$ cat config.mk
export PLATFORM = sky130hd
export DESIGN_NAME = cpu_nbit
export DESIGN_NICKNAME = d
export VERILOG_FILES = /design/src/rtl/cpu_nbit.sv
export SDC_FILE = /design/constraint.sdc
export NUM_CORES = 1
export LEC_CHECK = 0
export CAP_MARGIN = 5
export CORE_MARGIN = 2
export CORE_UTILIZATION = 55
export CTS_CLUSTER_SIZE = 24
export DETAILED_ROUTE_END_ITERATION = 8
export PLACE_DENSITY = 0.75
export SLEW_MARGIN = 10
export SYNTH_ARGS = -nofsm -noshare
export SYNTH_HDL_FRONTEND = slang
export SYNTH_SLANG_ARGS = --single-unit
$ cat constraint.sdc
create_clock -name clk -period 3.9 [get_ports clk]
set_clock_uncertainty 0.2 [all_clocks]
set_input_delay 0.39 -clock clk [delete_from_list [all_inputs] [get_ports clk]]
set_output_delay 0.39 -clock clk [all_outputs]
set_load 0.02 [all_outputs]
$ cat src/rtl/cpu_nbit.sv
// Parametrised accumulator CPU tile: the host loads a program, pulses start and
// then samples output_data on out_valid. Adds zero/carry flags and conditional jumps.
module cpu_nbit #(
  parameter int DATA_W = 8,
  parameter int ADDR_W = 4
) (
  input  logic              clk,
  input  logic              reset,
  input  logic              start,
  input  logic              prog_we,
  input  logic [ADDR_W-1:0] prog_addr,
  input  logic [DATA_W+3:0] prog_data,
  output logic [DATA_W-1:0] output_data,
  output logic              out_valid,
  output logic              halted,
  output logic [ADDR_W-1:0] pc_out
);

  // state | meaning
  // IDLE  | out of reset; program load allowed, waiting for start
  // FETCH | ir <= imem[pc], pc advances (wraps)
  // EXEC  | execute ir; jumps override the fetch increment
  // HALT  | HALT executed; load allowed, start reruns from pc=0
  typedef enum logic [1:0] {IDLE, FETCH, EXEC, HALT} state_t;

  localparam logic [3:0] OP_LOAD_A = 4'h1;
  localparam logic [3:0] OP_LOAD_B = 4'h2;
  localparam logic [3:0] OP_ADD    = 4'h3;
  localparam logic [3:0] OP_JMP    = 4'h4;
  localparam logic [3:0] OP_OUT    = 4'h5;
  localparam logic [3:0] OP_SUB    = 4'h6;
  localparam logic [3:0] OP_JZ     = 4'h7;
  localparam logic [3:0] OP_JC     = 4'h8;
  localparam logic [3:0] OP_MOV_BA = 4'h9;
  localparam logic [3:0] OP_HALT   = 4'hF;

  state_t              state;
  logic [ADDR_W-1:0]   pc;
  logic [DATA_W+3:0]   ir;
  logic [DATA_W-1:0]   reg_a;
  logic [DATA_W-1:0]   reg_b;
  logic                zero;
  logic                carry;
  logic [DATA_W+3:0]   imem [2**ADDR_W];

  logic [3:0]          opcode;
  logic [DATA_W-1:0]   operand;
  logic [ADDR_W-1:0]   target;
  logic [DATA_W:0]     sum;
  logic [DATA_W:0]     diff;
  logic                idle_like;

  assign opcode    = ir[DATA_W+3:DATA_W];
  assign operand   = ir[DATA_W-1:0];
  assign target    = operand[ADDR_W-1:0];
  assign sum       = {1'b0, reg_a} + {1'b0, reg_b};
  // Top bit of the widened difference is the borrow (set when A < B).
  assign diff      = {1'b0, reg_a} - {1'b0, reg_b};
  assign idle_like = (state == IDLE) || (state == HALT);
  assign halted    = idle_like;
  assign pc_out    = pc;

  // Program memory has no reset so a loaded program survives reset.
  always_ff @(posedge clk) begin
    if (prog_we && idle_like) begin
      imem[prog_addr] <= prog_data;
    end
  end

  always_ff @(posedge clk or negedge reset) begin
    if (!reset) begin
      state       <= IDLE;
      pc          <= '0;
      ir          <= '0;
      reg_a       <= '0;
      reg_b       <= '0;
      zero        <= 1'b0;
      carry       <= 1'b0;
      output_data <= '0;
      out_valid   <= 1'b0;
    end else begin
      out_valid <= 1'b0;
      case (state)
        IDLE, HALT: begin
          if (start) begin
            pc    <= '0;
            state <= FETCH;
          end
        end
        FETCH: begin
          ir    <= imem[pc];
          pc    <= pc + ADDR_W'(1);
          state <= EXEC;
        end
        EXEC: begin
          state <= FETCH;
          case (opcode)
            OP_LOAD_A: reg_a <= operand;
            OP_LOAD_B: reg_b <= operand;
            OP_ADD: begin
              {carry, reg_a} <= sum;
              zero           <= (sum[DATA_W-1:0] == '0);
            end
            OP_SUB: begin
              {carry, reg_a} <= diff;
              zero           <= (diff[DATA_W-1:0] == '0);
            end
            OP_JMP: pc <= target;
            OP_OUT: begin
              output_data <= reg_a;
              out_valid   <= 1'b1;
            end
            OP_JZ: begin
              if (zero) pc <= target;
            end
            OP_JC: begin
              if (carry) pc <= target;
            end
            OP_MOV_BA: reg_b <= reg_a;
            OP_HALT:   state <= HALT;
            default: ;
          endcase
        end
        default: state <= IDLE;
      endcase
    end
  end

endmodule

# ---- Word-level counts from Yosys, hierarchy flattened
# Memories as Yosys holds them, arrays and structs flattened. A register that Yosys moved wholly into a read port is not among the register bits.
# Index checks and enable logic that the tools add are counted.
dict set report op_classes {
  n_addsub 3
  n_mul 0
  div 0
  order_cmp 0
  n_eq_ne 17
  shifts 0
  muxes 16
  bitwise 0
  reduce_logical 15
}
# op n
set op_table {}
lappend op_table {{case mux 4 bit (3 select lines)} 2}
lappend op_table {{case mux 8 bit (3 select lines)} 1}
lappend op_table {{== test 4 x 3 -> 1 bit (second input constant)} 4}
lappend op_table {{zero test 8 bit} 2}
lappend op_table {{case mux 8 bit (2 select lines)} 1}
lappend op_table {{== test 4 bit (second input constant)} 3}
lappend op_table {{2-to-1 mux 4 bit} 3}
lappend op_table {{adder 8 x 8 -> 9 bit} 1}
lappend op_table {{subtractor 8 x 8 -> 9 bit} 1}
lappend op_table {{== test 4 x 2 -> 1 bit (second input constant)} 2}
lappend op_table {{AND reduction 2 bit} 4}
lappend op_table {{!= test 3 bit (second input constant)} 2}
lappend op_table {{case mux 2 bit (3 select lines)} 1}
lappend op_table {{adder 4 x 1 -> 4 bit (second input constant)} 1}
lappend op_table {{== test 2 bit (second input constant)} 2}
lappend op_table {{== test 4 x 1 -> 1 bit (second input constant)} 1}
lappend op_table {{2-to-1 mux 1 bit} 4}
lappend op_table {{2-to-1 mux 2 bit} 2}
lappend op_table {{!= test 4 x 2 -> 1 bit (second input constant)} 1}
lappend op_table {{case mux 1 bit (2 select lines)} 2}
lappend op_table {{AND reduction 4 bit} 1}
lappend op_table {{nonzero test 2 bit} 2}
lappend op_table {{nonzero test 3 bit} 1}
lappend op_table {{== test 2 x 1 -> 1 bit (second input constant)} 1}
lappend op_table {{other kinds (6)} 6}
dict set report word_totals {
  reg_bits 33
  latch_bits 0
  ramBits 192
  romBits 0
  input_bits 20
  out_inout_bits 14
  wordCells 60
  memories 1
}
# name depth width rd rd_clocked_by_memory_dff write_ports line
set mem_list {}
lappend mem_list {imem 16 12 1 1 1 44} ;# logic [DATA_W+3:0] imem [2**ADDR_W];

# ---- Longest topological paths before layout
# Gate-level depths: netlist (run 1).
dict set report logic_depth {
  word_depth 5
  depth_mapped 9
  mapped_depth_nobuf 9
}

# ---- Least setup slack after synthesis (run 1)
# No wires, ideal clock.
dict set report synth_timing {
  path_kind {reg-to-reg}
  start {register state[0]}
  end {memory imem[0][0] (netlist bit) (enable)}
  setup_time_ps 396
  arrival_ps 2417
  t_required_ps 3304
  setup_slack_ps 886
  stages_incl_launch_ff 7
  n_path_buf 1
  synth_period_minus_slack_ps 3014
  path_cell_list {dfrtp_1 -> inv_1 -> ha_1 -> clkbuf_1 -> nand2_1 -> or3_1 -> nor3_1}
}
dict set report synth_via {
  elab_chain_len 5
  elab_cells_between_ends 6
  cone_classes {eq/ne: 1; mux: 2; reduce/logical: 3}
}
# element line
set synth_rtl {}
lappend synth_rtl {{from (decl)} 37} ;# state_t state;
lappend synth_rtl {{from (signal assigned)} 72} ;# state <= IDLE;
lappend synth_rtl {{from (signal assigned)} 87} ;# state <= FETCH;
lappend synth_rtl {{from (signal assigned)} 93} ;# state <= EXEC;
lappend synth_rtl {{== test 2 bit or zero test 2 bit (tied branches)} 59} ;# assign idle_like = (state == IDLE) || (state == HALT);
lappend synth_rtl {{logical OR 1 bit (*)} 59}
lappend synth_rtl {{net halted} 15} ;# output logic halted,
lappend synth_rtl {{logical AND 1 bit (*)} 65} ;# if (prog_we && idle_like) begin
lappend synth_rtl {{2-to-1 mux 1 bit (*)} 65}
lappend synth_rtl {{2-to-1 mux 1 bit (implied by the code) (*)} 66} ;# imem[prog_addr] <= prog_data;
lappend synth_rtl {{to (decl)} 44}
# The timed path passes the listed nets; every way through them passes the cells marked *.

# ---- Worst setup path in the final report (run 1)
dict set report layout_timing {
  start {register state[0]}
  end {memory imem[8][5] (netlist bit) (enable)}
}
dict set report layout_via {
  elab_chain_len 5
  elab_cells_between_ends 6
  cone_classes {eq/ne: 1; mux: 2; reduce/logical: 3}
}
# element line
set layout_rtl {}
lappend layout_rtl {{== test 2 bit or zero test 2 bit (tied branches)} 59}
lappend layout_rtl {{logical OR 1 bit (*)} 59}
lappend layout_rtl {{logical AND 1 bit (*)} 65}
lappend layout_rtl {{2-to-1 mux 1 bit (*)} 65}
lappend layout_rtl {{2-to-1 mux 1 bit (implied by the code) (*)} 66}
# Every way passes the cells marked *; elsewhere a longest branch is shown, timed or not.

==> impl_metrics.py, run 1 <==
metrics = {
    "route": {
        "drc": 0,
        "wl_met2_mm": 11.1,
        "wl_met3_mm": 1.63,
        "dr.pass1.iters": 5,
        "first_iter_violations": 494,
        "vias_per_cell": 6.21,
        "vias": 5612,
        "antenna_left": 0,
        "wl_met1_mm": 8.46,
        "wl_per_cell_um": 24.2,
        "top_layer": "met4",
        "wl_mm": 21.8,
    },
    "timing": {
        "setup_violations": 0,
        "worst_pin_slew_ns": 0.979,
        "period_minus_slack_ns": 2.90,
        "fmax_mhz": 345,
        "hold_viol_final": 0,
        "grt_setup_unrepaired": "false",
        "period_share_pct": 74.2,
        "slew-limit-headroom_pct": 34.5,
        "fin_setup_tns_ns": 0,
        "maxSlewViolCount": 0,
    },
    "logic_synthesis": {
        "ys_warn_count": 0,
        "synth_area_leader_cell": "edfxtp_1",
        "yosys.area.top_type_share_pct": 56.0,
        "async_flop_share_pct": 19.0,
        "syn_area_per_cell_sq_um": 17.3,
        "synth_cells": 596,
        "synth_cell_types": 56,
        "ys_seq_elements": 237,
        "synth_top_flop_cell": "edfxtp_1",
        "yosysSeqAreaShare_pct": 67.0,
        "synth_area_sq_um": 10300,
        "netlist_top_cells_area": "edfxtp_1 (56%), mux4_2 (13%), dfrtp_1 (11%)",
        "synth-edff-count": 192,
        "syn_nets": 639,
    },
    "power": {
        "leakage_nw": 4.03,
        "ir_worst_vdd_uv": 458,
        "p_per_area_nw_per_um2": 734,
    },
    "clocking": {
        "cts_inserted_buffers": 25,
        "cts_tree": "done",
        "root_buffer": "clkbuf_16",
        "holdBufCountCts": 1,
        "clkLatencyLatePin_ns": 0.51,
        "ctsResizeCount": 0,
        "h-tree-depth": 1,
        "post_cts.repair.setup_buffers": 0,
        "cts.clk_slew.worst_paths_ns": 0.06,
        "cts_buffer_depth": 3,
        "clock-sinks": 237,
    },
    "floorplan": {
        "die_x_um": 141,
        "start_util_pct": 55.6,
        "pin_count": 34,
        "core_sq_um": 18500,
        "dieHeight_um": 141,
        "dieArea_sq_um": 19800,
        "rows": 50,
    },
    "grt": {
        "grt_usage_pct": 23.2,
        "grt_pass1_vias": 5802,
        "grt_max_degree": 31,
        "antenna_found_initial": 0,
        "grt-ovfl-total": 0,
        "grt_pass1_wl_mm": 34.4,
    },
    "finish": {
        "regArea_sq_um": 6900,
        "stdcell_count": 904,
        "nFillCells": 1279,
        "multiInputGateArea_sq_um": 3190,
        "layout_commonest_cell": "edfxtp_1",
        "syn_to_final_growth_pct": 15.5,
        "n_antenna_cell": 0,
        "final_nets": 695,
        "drive_above_1_share_pct": 23.7,
        "final_cell_mix": "edfxtp_1 (192), mux4_2 (60), dfrtp_1 (43)",
    },
    "status": {
        "status": "finished clean",
    },
    "critical_path": {
        "endpoint_kind": "flip-flop",
        "crit_fanout": 12,
        "arrival_ns": 2.90,
        "startpoint_type": "flip-flop",
        "crit_required_ns": 3.91,
        "reg2reg_depth": 6,
        "path_class": "flip-flop to flip-flop",
    },
    "placement": {
        "place_inst": 858,
        "gp_congestion": 0.879,
        "dpl.hpwl_mm": 14.5,
        "port_buffers": 33,
    },
    "run": {
        "maxCapViolCount": 0,
    },
    "worst_hold_path": {
        "hp-class": "input pin to async pin",
    },
}
-- routing by layer --
metal  vias to the layer above  global-route usage [%]
met5                         -                       0
met4                         0                    7.11
met3                        49                    3.63
met2                       214                    39.9
met1                      2872                    31.0
li1                       2477                       -
-- kinds of logic (layout without fill, tap and decap cells) --
family	Yosys count	count (layout)	synth area share, %
multiplexers	90	90	16.3
XOR/XNOR	8	8	0.681
flip-flops	237	237	67.0
buffers and inverters	48	122	2.16
adder cells (fa/ha/maj)	23	23	2.94
AO/OA/AOI/OAI	76	76	5.25
AND/OR/NAND/NOR	114	114	5.67
-- worst max-delay path, stage by stage (launching register included) --
cell and delay [ns]:
dfrtp_1 0.41, inv_1 0.06, ha_1 0.53, nand2_1 0.11, or3_1 0.39, nor2_1 0.56
buf_4 0.33
-- cell type report --
type | instances | share of cell area (%)
Clock inverter | 6 | 1.12
Inverter | 15 | 0.474
Clock buffer | 39 | 6.21
Tap cell | 234 | 2.46
Sequential cell | 237 | 58.0
Multi-Input combinational cell | 311 | 26.9
Timing Repair Buffer | 62 | 4.80
-- flip-flops by register name (all words and copies together) (netlist names) --
register     flops
carry            1
imem           192
ir              12
out_valid        1
output_data      8
pc_out           4
reg_a            8
reg_b            8
state            2
zero             1
-- cell usage after synthesis (2+ instances only) --
master / count
edfxtp_1: 192
mux4_2: 60
dfrtp_1: 45
nor2_1: 34
nand2_1: 26
clkbuf_1: 21
ha_1: 21
mux2_2: 21
o21ai_0: 17
inv_1: 15
a21oi_1: 14
nor3_1: 12
mux2i_1: 9
nand2b_1: 8
nand3_1: 8
o31a_1: 7
xnor2_1: 7
buf_4: 6
o21a_1: 6
nor2b_1: 5
o31ai_1: 5
a221oi_1: 4
a22oi_1: 4
buf_2: 4
nand3b_1: 4
o311a_1: 3
a21o_1: 2
a311oi_1: 2
a31oi_1: 2
buf_6: 2
fa_1: 2
nand4b_1: 2
nand4bb_1: 2
or3_1: 2
-- power by group --
group	switching [mW]	leakage, nW	internal (mW)
combinational	1.45	1.32	1.42
clock	0.904	0.421	1.56
sequential	0.384	2.29	3.01
total	2.74	4.03	5.98
-- per-stage QoR --
step                      util (%)  setup WS (ns)  power, mW  instance area, sq um  hold slack (ns)
after floorplan                  -          0.886       5.52                 10300           -0.106
after global placement        59.4           1.15       6.26                 11000            0.211
after detailed placement      59.4           1.07       6.30                 11000            0.222
after CTS                     64.2           1.04       8.77                 11900            0.218
after global routing          64.2          0.928       9.18                 11900            0.246
final                         64.2           1.00       8.72                 11900            0.215
-- path summary, 6_finish.rpt --
path / startpoint / to / slack [ns]
worst max-delay path: state[0] / imem[8][5] / 1.00
worst min-delay path: reset / reg_b[2] / 0.22
worst max register to register: state[0] / imem[8][5] / 1.00
worst min register to register: output_data[4] / output_data[4] / 0.31
max in group asynchronous: reset / pc_out[0] / 2.50
min in group clk: output_data[4] / output_data[4] / 0.31
(Power assumes the default switching activity.)
==> run 2: changes to the inputs <==
- clock period: 3.9 -> 2.95 ns (I/O delays scaled with it)
==> run 2 against run 1 <==
  * Die area stayed put
  * Via count is 2.4% higher
  * First-iteration DRC count decreased by 19%
  * Sequential power rose by 29%
  * Critical path type unchanged
  * Largest cell class unchanged
==> impl_metrics.py, run 2 (synthesized netlist as in run 1, its figures left out) <==
metrics = {
    "power": {
        "power_mw": 11.5,
        "clock_power_share_pct": 26.6,
        "p_int_mw": 7.77,
        "ir_worst_vdd_uv": 634,
        "power_frac_seq_pct": 38.0,
        "switching_power_mw": 3.72,
        "leakage_nw": 4.07,
        "switching_share_pct": 32.4,
        "p_per_area_nw_per_um2": 964,
        "pwr-share-comb_pct": 35.4,
    },
    "critical_path": {
        "critPathSlowestCell": "dfrtp_1",
        "max_stage_delay_ns": 0.41,
        "worstPathCellList": "inv_1, ha_1, nor2b_1, o31a_1, o41a_1, or3_1, and2_0, o41ai_2",
        "crit_required_ns": 3.16,
        "r2r_start": "reg_b[1]",
        "crit_fanout": 4,
        "path_class": "flip-flop to flip-flop",
        "endpoint_kind": "flip-flop",
        "startpoint_type": "flip-flop",
        "arrival_ns": 2.87,
        "cp-startpoint": "reg_b[1]",
    },
    "placement": {
        "gp_congestion": 0.904,
        "place_inst": 869,
        "post-place-ws_ns": 0.282,
        "port_buffers": 33,
        "placed_area_sq_um": 11100,
        "dpl.hpwl_mm": 15.0,
    },
    "timing": {
        "grt_setup_unrepaired": "false",
        "period_share_pct": 90.1,
        "worst_pin_slew_ns": 0.766,
        "hold_viol_final": 0,
        "setup_violations": 0,
        "maxSlewViolCount": 0,
        "fin_setup_tns_ns": 0,
        "period_minus_slack_ns": 2.66,
        "fmax_mhz": 376,
        "worst_slack_ns": 0.292,
        "slew-limit-headroom_pct": 48.9,
        "hold-worst-slack_ns": 0.187,
    },
    "floorplan": {
        "die_x_um": 141,
        "pin_count": 34,
        "dieHeight_um": 141,
        "start_util_pct": 55.6,
        "core_sq_um": 18500,
        "rows": 50,
        "dieArea_sq_um": 19800,
    },
    "finish": {
        "largest_register_ffs": 192,
        "stdcell_area_sq_um": 11900,
        "drive_above_1_share_pct": 24.8,
        "layout_commonest_cell": "edfxtp_1",
        "stdcell_count": 915,
        "syn_to_final_growth_pct": 15.9,
        "n_antenna_cell": 0,
        "largest_register": "imem",
        "final_cell_mix": "edfxtp_1 (192), mux4_2 (60), dfrtp_1 (43)",
        "fin_util_pct": 64.4,
        "top_regs": "imem: 192 flops, ir: 12 flops",
        "final_nets": 706,
    },
    "clocking": {
        "clkLatencyLatePin_ns": 0.51,
        "h-tree-depth": 1,
        "cts_tree": "done",
        "clock-sinks": 237,
        "cts_buffer_depth": 3,
        "ctsResizeCount": 0,
        "cts_inserted_buffers": 24,
        "root_buffer": "clkbuf_16",
        "cts.clk_slew.worst_paths_ns": 0.07,
        "post_cts.repair.setup_buffers": 0,
        "holdBufCountCts": 2,
    },
    "worst_hold_path": {
        "hp-class": "input pin to async pin",
    },
    "route": {
        "drc": 0,
        "wl_per_cell_um": 24.6,
        "antenna_left": 0,
        "wl_mm": 22.5,
        "dr.pass1.iters": 4,
        "first_iter_violations": 400,
        "vias_per_cell": 6.28,
        "vias": 5745,
    },
    "grt": {
        "grt_pass1_wl_mm": 35.3,
        "grt_max_degree": 53,
        "grt-busiest-layer": "met2",
        "grt_usage_pct": 23.7,
        "grt_util_met3_pct": 3.40,
        "antenna_found_initial": 0,
        "grt_util_met1_pct": 31.0,
        "grt-ovfl-total": 0,
        "grt_pass1_vias": 5985,
        "met2_usage_pct": 42.0,
    },
    "status": {
        "status": "finished clean",
    },
    "run": {
        "maxCapViolCount": 0,
    },
}
-- run 2: changes by cell type in the layout (fill, tap and decap cells not counted) --
cell,before,now
buf_12,2,3
buf_4,26,36
bufinv_16,4,3
clkbuf_1,8,5
clkbuf_8,6,2
clkinv_1,0,3
clkinv_2,1,5
dlygate4sd3_1,1,2
-- run 2: path summary, 6_finish.rpt --
| path | slack, ns | end | depth (start not counted) |
|---|---|---|---|
| max in group asynchronous | 1.56 | pc_out[0] | 3 |
| setup reg to reg | 0.29 | zero | 8 |
| hold reg to reg | 0.30 | output_data[5] | 1 |
| hold / removal | 0.19 | reg_a[7] | 3 |
| setup / recovery | 0.29 | zero | 8 |
| min in group clk | 0.26 | state[1] | 3 |
-- run 2: critical path, delay by kind of cell (launching register included) --
| family | cells | cell delay [ns] |
|---|---|---|
| DFF | 1 | 0.41 |
| AOI/OAI and AO/OA | 3 | 0.88 |
| adders and majority gates | 1 | 0.30 |
| buffers and inverters | 1 | 0.10 |
| and+or+nand+nor | 3 | 0.67 |
-- run 2: final cells by class --
cell class	count	area, sq um
multi-input combinational	311	3190
clock buffer	32	672
timing repair buffer	74	676
sequential	237	6900
inverter	15	56.3
clock inverter	12	134
tap	234	293
fill	1288	6600
-- run 2: power groups by stage --
stage               Sequential [mW]  Combinational (mW)  Clock (mW)
floorplan                      4.31                2.98           0
global placement               4.40                4.00           0
detailed placement             4.44                4.05           0
CTS                            4.37                4.08        3.11
global route                   4.42                4.42        3.24
finish                         4.37                4.06        3.06
-- run 2: metal layers --
metal	share of wire [%]	up-vias
met3	6.2	38
met1	39	2970
met2	53	230
met5	0	-
met4	2.2	0
li1	-	2507
